===== config.mk =====
export PLATFORM = sky130hd
export DESIGN_NAME = btn_enable_gen_flat
export DESIGN_NICKNAME = d
export VERILOG_FILES = /design/src/rtl/btn_pkg.sv /design/src/rtl/btn_enable_gen_if.sv /design/src/rtl/btn_enable_gen_sync2ff.sv /design/src/rtl/btn_enable_gen.sv /design/src/flat_wrapper.sv
export SDC_FILE = /design/constraint.sdc
export NUM_CORES = 1
export LEC_CHECK = 0
export ABC_AREA = 1
export CORE_MARGIN = 1.5
export CORE_UTILIZATION = 35
export CTS_BUF_LIST = sky130_fd_sc_hd__clkbuf_8
export CTS_CLUSTER_DIAMETER = 150
export DETAILED_ROUTE_END_ITERATION = 8
export SKIP_LAST_GASP = 1
export SYNTH_ARGS = -nofsm -noshare
export SYNTH_HDL_FRONTEND = slang
export SYNTH_HIERARCHICAL = 1
export SYNTH_SLANG_ARGS = --single-unit

===== constraint.sdc =====
create_clock -name clk -period 1.7 [get_ports clk]
set_clock_uncertainty 0.2 [all_clocks]
set_input_delay 0.255 -clock clk [delete_from_list [all_inputs] [get_ports clk]]
set_output_delay 0.255 -clock clk [all_outputs]
set_load 0.1 [all_outputs]

===== src/rtl/btn_pkg.sv =====
// rtl/btn_pkg.sv - shared constants for the button conditioning chain
// Purpose: debouncer FSM state encoding used by btn_enable_gen.
// Ports: none (package).
package btn_pkg;

  localparam logic [1:0] ST_IDLE         = 2'd0;
  localparam logic [1:0] ST_WAIT_PRESS   = 2'd1;
  localparam logic [1:0] ST_PRESSED      = 2'd2;
  localparam logic [1:0] ST_WAIT_RELEASE = 2'd3;

endpackage


===== src/rtl/btn_enable_gen_if.sv =====
// rtl/btn_enable_gen_if.sv - button input / enable output bundle
// Purpose: groups the raw button and the conditioned outputs.
// Signals: btn_in (raw button), enable_pulse (one-cycle enable), btn_level (debounced level).
// Modports: master drives btn_in and observes outputs; slave is the conditioner.
interface btn_enable_gen_if;
  import btn_pkg::*;

  logic btn_in;
  logic enable_pulse;
  logic btn_level;

  modport master (output btn_in, input enable_pulse, input btn_level);
  modport slave  (input btn_in, output enable_pulse, output btn_level);

endinterface


===== src/rtl/btn_enable_gen_sync2ff.sv =====
// rtl/btn_enable_gen_sync2ff.sv - generic two-flop synchronizer
// Purpose: brings an asynchronous input into the clk domain, reset value 0.
// Ports: clk, reset_n (async active-low), d (async input), q (synchronized output).
module sync2ff (
  input  logic clk,
  input  logic reset_n,
  input  logic d,
  output logic q
);

  logic meta_q;
  logic sync_q;

  always_ff @(posedge clk or negedge reset_n) begin
    if (!reset_n) begin
      meta_q <= 1'b0;
      sync_q <= 1'b0;
    end else begin
      meta_q <= d;
      sync_q <= meta_q;
    end
  end

  assign q = sync_q;

endmodule


===== src/rtl/btn_enable_gen.sv =====
// rtl/btn_enable_gen.sv - push-button to single-cycle enable pulse generator
// Purpose: synchronizes, debounces and edge-detects a raw button, with optional
//          auto-repeat while held, to drive the downstream counter enable.
// Ports: clk, reset_n (async active-low), bus (slave: btn_in in,
//        enable_pulse out, btn_level out).
module btn_enable_gen
  import btn_pkg::*;
#(
  parameter int N_STABLE      = 4,
  parameter int REPEAT_CYCLES = 0,
  parameter int CNT_W         = 16
) (
  input  logic              clk,
  input  logic              reset_n,
  btn_enable_gen_if.slave   bus
);

  localparam logic [CNT_W-1:0] CNT_ONE     = CNT_W'(1);
  localparam logic [CNT_W-1:0] STABLE_LAST = CNT_W'(N_STABLE - 1);
  // Only consulted when auto-repeat is enabled, so the 0 case never matters.
  localparam logic [CNT_W-1:0] REP_LAST    = CNT_W'(REPEAT_CYCLES - 1);

  logic             s;
  logic [1:0]       state_q, state_d;
  logic [CNT_W-1:0] cnt_q, cnt_d;
  logic [CNT_W-1:0] rep_q, rep_d;
  logic             pulse_q, pulse_d;
  logic             level_q, level_d;

  sync2ff u_sync (
    .clk     (clk),
    .reset_n (reset_n),
    .d       (bus.btn_in),
    .q       (s)
  );

  // Transitions are decided before increments, so a state change always
  // wins over a counter update in the same cycle. Counters only move up to
  // an exact-equality limit and are then cleared, so they cannot wrap.
  always_comb begin
    state_d = state_q;
    cnt_d   = cnt_q;
    rep_d   = rep_q;
    pulse_d = 1'b0;
    case (state_q)
      ST_IDLE: begin
        if (s) begin
          state_d = ST_WAIT_PRESS;
          cnt_d   = CNT_ONE;
        end
      end
      ST_WAIT_PRESS: begin
        if (!s) begin
          state_d = ST_IDLE;
          cnt_d   = '0;
        end else if (cnt_q == STABLE_LAST) begin
          state_d = ST_PRESSED;
          pulse_d = 1'b1;
          rep_d   = '0;
        end else begin
          cnt_d = cnt_q + CNT_ONE;
        end
      end
      ST_PRESSED: begin
        if (!s) begin
          state_d = ST_WAIT_RELEASE;
          cnt_d   = CNT_ONE;
        end else if (REPEAT_CYCLES > 0) begin
          if (rep_q == REP_LAST) begin
            pulse_d = 1'b1;
            rep_d   = '0;
          end else begin
            rep_d = rep_q + CNT_ONE;
          end
        end
      end
      ST_WAIT_RELEASE: begin
        if (s) begin
          // Release bounce: back to held without a new press pulse.
          state_d = ST_PRESSED;
          rep_d   = '0;
        end else if (cnt_q == STABLE_LAST) begin
          state_d = ST_IDLE;
          cnt_d   = '0;
        end else begin
          cnt_d = cnt_q + CNT_ONE;
        end
      end
      default: begin
        state_d = ST_IDLE;
        cnt_d   = '0;
      end
    endcase
    level_d = (state_d == ST_PRESSED) || (state_d == ST_WAIT_RELEASE);
  end

  always_ff @(posedge clk or negedge reset_n) begin
    if (!reset_n) begin
      state_q <= ST_IDLE;
      cnt_q   <= '0;
      rep_q   <= '0;
      pulse_q <= 1'b0;
      level_q <= 1'b0;
    end else begin
      state_q <= state_d;
      cnt_q   <= cnt_d;
      rep_q   <= rep_d;
      pulse_q <= pulse_d;
      level_q <= level_d;
    end
  end

  assign bus.enable_pulse = pulse_q;
  assign bus.btn_level    = level_q;

endmodule

===== src/flat_wrapper.sv =====
// flat-port wrapper written by rule: the top's interface ports become plain ports
module btn_enable_gen_flat import btn_pkg::*;
#(
  parameter int N_STABLE      = 4,
  parameter int REPEAT_CYCLES = 0,
  parameter int CNT_W         = 16
)
  (clk, reset_n, bus_btn_in, bus_enable_pulse, bus_btn_level);
  btn_enable_gen_if bus_i ();
  input  logic clk;
  input  logic reset_n;
  input wire logic [$bits(bus_i.btn_in)-1:0] bus_btn_in;
  output wire logic [$bits(bus_i.enable_pulse)-1:0] bus_enable_pulse;
  output wire logic [$bits(bus_i.btn_level)-1:0] bus_btn_level;
  assign bus_i.btn_in = bus_btn_in;
  assign bus_enable_pulse = bus_i.enable_pulse;
  assign bus_btn_level = bus_i.btn_level;
  btn_enable_gen #(.N_STABLE(N_STABLE), .REPEAT_CYCLES(REPEAT_CYCLES), .CNT_W(CNT_W)) u_core (.clk(clk), .reset_n(reset_n), .bus(bus_i));
endmodule

==> parameters.txt, run 1 <==
Parameter                              Value

STA
  Final Setup Violations    0
  Hold Violations, Final    0
  Final Slew Violations    0
  Final worst path period share    0.999
  Worst slew margin relative to its limit    0.731
  Min cycle time layout    1.70 ns
  Least-Margin Pin Slew    0.402 ns
  Post-Route Hold Slack    about 0.13 ns
  Setup repair after global routing missed its margin    true
  Highest clock frequency the design can meet    589 MHz

Route
  Total wire length    3960 um
  Initial DRC count    a little under 90
  First-pass detailed-route iteration total    4
  Detail-routed net length per standard cell    around 13 um
  Via count    between 1500 and 2000
  Detailed-route DRC error count    0
  Number of nets still failing antenna checks after routing    0
  Vias per cell    5.06

Clock tree
  Source-to-sink clock delay at the later pin of the worst-skew pair    between 0.2 and 0.3 ns
  Cts bufs inserted    3
  Cell at the root of the clock tree    sky130_fd_sc_hd__clkbuf_8
  Maximum count of clock buffers along a single path    2
  Clock slew at the register clock pins of the worst setup and hold paths    0.08 ns
  Total clock sinks    22
  TritonCTS clock tree    done
  H-Tree Level Count    1
  CTS hold repair buffers    0

Global routing
  First-pass GRT wire length    about 6200 um
  Grt ovf    0
  GRT Resource Usage Total    0.177
  Antenna violations before repair    0
  Maximum number of pins on one net before global-route repair    23
  Vias in the first global route    between 1000 and 1500

Power
  Power density relative to cell area    around 1100 nW/um^2
  Net switching power    slightly above 0.001 W
  Internal power    0.00120 W
  Highest ir drop seen on vdd    1050 uV
  Logic pwr share    0.525
  Flop pwr share    0.301
  Switching power as a share of total power    0.460
  Static leakage power    approximately 0.98 nW
  Clock group share of total power    0.174

Synthesis
  Cell area after technology mapping    1500 um^2
  Distinct cell type count of the synthesized netlist    25
  Sequential area share after synthesis    0.366
  Syn avg cell area    between 6 and 7 um^2
  Number of register bits inferred by synthesis    22
  Gate count of the mapped netlist    ~220
  Ys Warns    6
  Net Count, Synth    between 200 and 250

Run status
  Status    completed

Setup path
  Nature of the critical path endpoint    register
  Endpoint arrival time on the critical path    between 1.5 and 2 ns
  Max stage delay cell, worst path    sky130_fd_sc_hd__dfrtp_1
  Data required time of the worst path    between 1.5 and 2 ns
  Setup slack, reg-to-reg    around 0.0013 ns
  Maximum cell stage delay along the critical path    0.40 ns
  Worst setup path startpoint    u_core/cnt_q[0]$_DFFE_PN0P_
  Worst reg2reg endpoint    u_core/cnt_q[14]$_DFFE_PN0P_
  Crit path capture    u_core/cnt_q[14]$_DFFE_PN0P_
  Dominant delay contributor by cell family on the critical path    simple AND/OR/NAND/NOR gates
  Worst-path cell chain    ha_4 -> inv_2 -> nor2_2 -> nand2_2 -> nor2_4 -> nand3_4 -> nand2_8 -> nand2_4 -> nand2_1 -> nand2_1
  Worst path most repeated cell    sky130_fd_sc_hd__nand2_1
  Cell count of the worst reg-to-reg path    10
  Peak fanout along the critical path    10
  Levels on crit path    10
  Buffers plus inverters on the worst setup path    1
  Startpoint type of the worst setup path    register
  Critical setup path kind    register to register
  Origin of the critical flop-to-flop path    u_core/cnt_q[0]$_DFFE_PN0P_

Flow run
  Number of maximum-capacitance violations    0

Floorplanning
  Floorplan die height    ~69 um
  Std cell rows    23
  I/O pin cnt    5
  Core area    4060 um^2
  Die area    around 4700 um^2
  Initial core utilization    0.371
  Overall die width    a little under 70 um

Cells and area
  Number of diodes added for antenna fixing    0
  Final cell area excluding filler cells    ~2000 um^2
  Layout overhead on the synthesized area    30.9%
  Number of filler instances in the final layout    approximately 380
  Number of nets at the end of the flow    about 260
  Share of cells above drive strength 1    0.249

Placement
  Number of port buffers    4
  Final estimated routing congestion in global placement    ~0.86
  Standard cell area after detailed placement    between 1500 and 2000 um^2
  Detailed Place HPWL    2770 um

Hold path
  Hold Path Class    input port to asynchronous set/reset pin
-- sequential cells by signal (all words and copies together), names as in the netlist --
register and cells:
u_core/bus.enable_pulse 1, u_core/state_q 2, u_core/bus.btn_level 1, u_core/u_sync/q 1, u_core/cnt_q 16, u_core/u_sync/meta_q 1
-- per-layer routing --
metal,GRT usage,wire (um),share of wire,vias up
met1,0.253,1870,0.47,699
met3,0.0211,209,0.053,7
met5,0,0,0,-
li1,-,-,-,784
met4,0.0425,55,0.014,0
met2,0.282,1820,0.46,42
-- synth_stat cells --
| cell | number | area, um^2 |
|---|---|---|
| sky130_fd_sc_hd__nand3_4 | 1 | 17.5 |
| sky130_fd_sc_hd__nor2_2 | 6 | 37.5 |
| sky130_fd_sc_hd__a211oi_1 | 4 | 30.0 |
| sky130_fd_sc_hd__nor3_1 | 2 | 10.0 |
| sky130_fd_sc_hd__buf_6 | 1 | 11.3 |
| sky130_fd_sc_hd__nor2_4 | 2 | 22.5 |
| sky130_fd_sc_hd__nand3_2 | 2 | 20.0 |
| sky130_fd_sc_hd__xor2_1 | 4 | 35.0 |
| sky130_fd_sc_hd__inv_2 | 6 | 22.5 |
| sky130_fd_sc_hd__nand4_1 | 12 | 75.1 |
| sky130_fd_sc_hd__inv_1 | 18 | 67.6 |
| sky130_fd_sc_hd__ha_1 | 1 | 12.5 |
| sky130_fd_sc_hd__nor2_1 | 14 | 52.6 |
| sky130_fd_sc_hd__nand2_4 | 1 | 11.3 |
| sky130_fd_sc_hd__buf_2 | 3 | 15.0 |
| sky130_fd_sc_hd__nand2_2 | 1 | 6.26 |
| sky130_fd_sc_hd__buf_1 | 1 | 3.75 |
| sky130_fd_sc_hd__clkinv_1 | 1 | 3.75 |
| sky130_fd_sc_hd__o21ai_0 | 1 | 5.00 |
| sky130_fd_sc_hd__o21bai_1 | 2 | 15.0 |
| sky130_fd_sc_hd__dfrtp_1 | 22 | 551 |
| sky130_fd_sc_hd__nand2_1 | 81 | 304 |
| sky130_fd_sc_hd__nand3_1 | 29 | 145 |
| sky130_fd_sc_hd__a21oi_1 | 2 | 10.0 |
| sky130_fd_sc_hd__o21ai_1 | 4 | 20.0 |
-- worst min path at each step --
stage / from / to / slack, ns / cells past startpoint
floorplan: reset_n / u_core/bus.btn_level$_DFF_PN0_ / -0.24 / 0
global placement: u_core/u_sync/meta_q$_DFF_PN0_ / u_core/u_sync/q$_DFF_PN0_ / 0.14 / 0
detailed placement: u_core/u_sync/meta_q$_DFF_PN0_ / u_core/u_sync/q$_DFF_PN0_ / 0.14 / 0
CTS: reset_n / u_core/cnt_q[6]$_DFFE_PN0P_ / 0.14 / 2
global route: reset_n / u_core/cnt_q[7]$_DFFE_PN0P_ / 0.17 / 2
finish: reset_n / u_core/cnt_q[10]$_DFFE_PN0P_ / 0.13 / 2
-- final cells by class --
| class | instances | area (um^2) | share of cell area |
|---|---|---|---|
| Sequential cell | 22 | 551 | 0.280 |
| Multi-Input combinational cell | 171 | 936 | 0.476 |
| Tap cell | 50 | 62.6 | 0.0318 |
| Timing Repair Buffer | 31 | 270 | 0.137 |
| Clock buffer | 4 | 55.1 | 0.0280 |
| Inverter | 25 | 93.8 | 0.0477 |
-- layout by cell type, fill, tap and decap left out, drive strengths merged --
cell type / n
nor3: 2
nor2: 22
clkinv: 1
clkbuf: 4
nand4: 12
nand2: 85
nand3: 32
inv: 24
o21ai: 5
dfrtp: 22
o21bai: 2
a211oi: 4
clkdlybuf4s50: 2
ha: 1
a21oi: 2
xor2: 4
buf: 29
-- what timing repair did --
action / 4_1_cts / 5_1_grt
gates resized for setup: 2 / 15
setup endpoints to repair: 16 / 19
gates cloned: 0 / 2
pin swaps: 0 / 3
setup buffers: 0 / 0
-- worst reg2reg max path, stage by stage, from the launching register on --
cell	delay, ns
sky130_fd_sc_hd__dfrtp_1	0.40
sky130_fd_sc_hd__ha_4	0.17
sky130_fd_sc_hd__inv_2	0.04
sky130_fd_sc_hd__nor2_2	0.09
sky130_fd_sc_hd__nand2_2	0.07
sky130_fd_sc_hd__nor2_4	0.13
sky130_fd_sc_hd__nand3_4	0.10
sky130_fd_sc_hd__nand2_8	0.12
sky130_fd_sc_hd__nand2_4	0.12
sky130_fd_sc_hd__nand2_1	0.11
sky130_fd_sc_hd__nand2_1	0.05
-- power groups by stage --
stage	combinational [W]	sequential, W	clock, W
6_report	0.00117	0.000670	0.000387
3_5_place_dp	0.000956	0.000681	0
4_1_cts	0.000979	0.000671	0.000398
3_3_place_gp	0.000952	0.000680	0
5_1_grt	0.00125	0.000683	0.000410
2_1_floorplan	0.000525	0.000777	0
-- through the flow --
step | worst slack [ns] | cells | utilization | total power [W] | TNS [ns]
final | 0.00125 | 303 | 0.485 | 0.00223 | 0
after global routing | -0.103 | 303 | 0.485 | 0.00234 | -1.50
after CTS | 0.00492 | 301 | 0.462 | 0.00205 | 0
after detailed placement | -0.100 | 297 | 0.447 | 0.00164 | -0.867
after global placement | -0.0537 | 297 | 0.447 | 0.00163 | -0.235
after floorplan | 0.0273 | 221 | - | 0.00130 | 0
-- cells by family after synthesis --
kind of cell,count (synthesis),synth area share
simple gates,151,0.467
buf+inv,30,0.0824
fa+ha+maj,1,0.00832
compound gates,13,0.0532
flops,22,0.366
xor+xnor,4,0.0233
No activity file was read; power rests on OpenSTA's default activity.
==> inputs of run 2 (changes only) <==
- TNS_END_PERCENT: default -> 1
- clock period: 1.7 -> 1.6 ns (I/O delays scaled with it)
==> parameters.txt, run 2 (synthesized netlist as in run 1, its figures left out) <==
Parameter                              Value

Clock tree
  Total clock sinks    22 (unchanged)
  H-Tree Level Count    1 (unchanged)
  Buffer count from post-CTS setup fixing    0 (unchanged)
  CTS hold repair buffers    0 (unchanged)
  TritonCTS clock tree    done
  Clock slew at the register clock pins of the worst setup and hold paths    0.08 ns (about the same)
  Cts bufs inserted    3 (unchanged)
  Maximum count of clock buffers along a single path    2 (unchanged)
  Source-to-sink clock delay at the later pin of the worst-skew pair    0.26 ns (about the same)
  Cell at the root of the clock tree    sky130_fd_sc_hd__clkbuf_8

Global routing
  Met2 usage in global routing    0.286 (+0.00361)
  Antenna violations before repair    0 (unchanged)
  GRT Resource Usage Total    0.183 (+0.00612)
  Maximum number of pins on one net before global-route repair    23 (unchanged)
  First-pass GRT wire length    6410 um (+2.9%)
  Met3 usage    0.0211 (unchanged)
  Met1 usage    0.265 (+0.0119)
  Vias in the first global route    1405 (+3.3%)
  Grt ovf    0 (unchanged)
  Layer with the highest usage after global routing    met2

Route
  Number of nets still failing antenna checks after routing    0 (unchanged)
  Vias per cell    4.92 (-2.6%)
  First-pass detailed-route iteration total    4 (unchanged)
  Detailed-route DRC error count    0 (unchanged)
  Initial DRC count    127 (+46%)
  Detail-routed net length per standard cell    12.3 um (-6.1%)
  Via count    1507 (-1.6%)
  Total wire length    3760 um (-5.2%)

Floorplanning
  Initial core utilization    0.371 (unchanged)
  Std cell rows    23 (unchanged)
  Overall die width    68.6 um (unchanged)
  Floorplan die height    68.6 um (unchanged)
  Core area    4060 um^2 (unchanged)
  Die area    4700 um^2 (unchanged)
  I/O pin cnt    5 (unchanged)

Placement
  Detailed Place HPWL    2710 um (-1.9%)
  Standard cell area after detailed placement    1850 um^2 (+2.1%)
  Number of port buffers    4 (unchanged)
  Final estimated routing congestion in global placement    0.895 (+3.8%)
  Number of placed instances with taps included    302 (+1.7%)

Flow run
  Number of maximum-capacitance violations    0 (unchanged)

Cells and area
  Number of diodes added for antenna fixing    0 (unchanged)
  Share of cells above drive strength 1    0.234 (-0.0146)
  Max reg flops    16 (unchanged)
  Post-layout utilization of the core    0.479 (-0.00586)
  Top Registers    u_core/cnt_q x16, u_core/state_q x2
  Total area of multi-input combinational cells    892 um^2 (-4.7%)
  Number of nets at the end of the flow    262 (+1.6%)
  Most frequent cells in the layout    81 x sky130_fd_sc_hd__nand2_1, 31 x sky130_fd_sc_hd__buf_4, 29 x sky130_fd_sc_hd__nand3_1, 22 x sky130_fd_sc_hd__dfrtp_1, 18 x sky130_fd_sc_hd__inv_1
  Total area of sequential cells    551 um^2 (unchanged)
  Register with the most flip-flops    u_core/cnt_q
  Number of filler instances in the final layout    398 (+4.5%)
  Layout overhead on the synthesized area    29.3%
  Post-Layout Cell Count    306 (+0.99%)
  Leading cell type in the layout, fill and taps excluded    sky130_fd_sc_hd__nand2_1
  Final cell area excluding filler cells    1940 um^2 (-1.2%)

Setup path
  Startpoint type of the worst setup path    register
  Peak fanout along the critical path    4 (-6)
  Origin of the critical flop-to-flop path    u_core/cnt_q[1]$_DFFE_PN0P_
  Worst setup path startpoint    u_core/cnt_q[1]$_DFFE_PN0P_
  Data required time of the worst path    1.55 ns (-0.11 ns)
  Critical setup path kind    register to register
  Nature of the critical path endpoint    register
  Endpoint arrival time on the critical path    1.64 ns (-0.02 ns)

STA
  Minimum setup slack in the final design    -0.0907 ns (-0.0920 ns)
  Sum of negative setup slack    -0.738 ns (-0.738 ns)
  Hold Violations, Final    0 (unchanged)
  Final worst path period share    1.06 (+0.0574)
  Least-Margin Pin Slew    0.390 ns (-0.0115 ns)
  Worst slew margin relative to its limit    0.739 (+0.00768)
  Final Setup Violations    18 (+18)
  Setup repair after global routing missed its margin    true
  Min cycle time layout    1.69 ns (-0.00803 ns)
  Final Slew Violations    0 (unchanged)
  Highest clock frequency the design can meet    591 MHz (+0.47%)

Power
  Internal power    0.00123 W (+2.2%)
  Power density relative to cell area    1150 nW/um^2 (+1.8%)
  Flop pwr share    0.314 (+0.013)
  Net switching power    0.00101 W (-1.3%)
  Total power of the final layout    0.00224 W (+0.58%)
  Highest ir drop seen on vdd    1150 uV (+10%)
  Logic pwr share    0.534 (+0.009)
  Static leakage power    0.992 nW (+0.92%)
  Switching power as a share of total power    0.452 (-0.00844)
  Clock group share of total power    0.152 (-0.022)

Hold path
  Hold Path Class    input port to asynchronous set/reset pin

Run status
  Status    finished, violations left
  Violated checks    negative setup slack
-- run 2: timing repair --
action / in CTS / in global routing
setup endpoints to repair: 19 / 20
pin swaps: 0 / 0
cloned: 1 / 0
resized for setup: 5 / 3
-- run 2: worst max-delay path, stage by stage (launching register included) --
cell	delay, ns
sky130_fd_sc_hd__dfrtp_1	0.40
sky130_fd_sc_hd__buf_4	0.14
sky130_fd_sc_hd__nand3_2	0.13
sky130_fd_sc_hd__nor2_4	0.16
sky130_fd_sc_hd__nand3_2	0.16
sky130_fd_sc_hd__nor2_4	0.14
sky130_fd_sc_hd__nand2_1	0.06
sky130_fd_sc_hd__nand2_1	0.07
sky130_fd_sc_hd__nand2_1	0.05
sky130_fd_sc_hd__nand2_1	0.06
sky130_fd_sc_hd__inv_1	0.03
-- run 2: worst paths after layout --
check,depth (start not counted),to,slack [ns]
max,10,u_core/cnt_q[15]$_DFFE_PN0P_,-0.09
max in group asynchronous,2,u_core/state_q[1]$_DFF_PN0_,0.83
min,2,u_core/cnt_q[8]$_DFFE_PN0P_,0.14
min in group clk,0,u_core/u_sync/q$_DFF_PN0_,0.16
min reg2reg,0,u_core/u_sync/q$_DFF_PN0_,0.16
max reg2reg,10,u_core/cnt_q[15]$_DFFE_PN0P_,-0.09
-- run 2: power groups by stage --
stage / logic (W) / clock network, W / registers, W
finish: 0.00120 / 0.000341 / 0.000703
global route: 0.00130 / 0.000374 / 0.000714
CTS: 0.00117 / 0.000359 / 0.000703
detailed placement: 0.00106 / 0 / 0.000713
global placement: 0.00106 / 0 / 0.000712
floorplan: 0.000558 / 0 / 0.000825
-- run 2: cell type report --
class / instances / share of cell area
tap: 50 / 0.0322
sequential: 22 / 0.283
inverter: 25 / 0.0483
clock buffer: 3 / 0.0212
timing repair buffer: 36 / 0.156
multi-input combinational: 170 / 0.459
-- run 2: stage by stage --
step | hold slack, ns | setup WS [ns]
6_report | 0.136 | -0.0907
5_1_grt | 0.171 | -0.235
3_3_place_gp | 0.145 | -0.154
2_1_floorplan | -0.256 | -0.0727
4_1_cts | 0.140 | -0.101
3_5_place_dp | 0.143 | -0.221
-- run 2: metal layers --
| layer | share of wire | up-vias |
|---|---|---|
| met4 | 0.0085 | 0 |
| met5 | 0 | - |
| met3 | 0.025 | 4 |
| met2 | 0.46 | 21 |
| met1 | 0.51 | 692 |
| li1 | - | 790 |
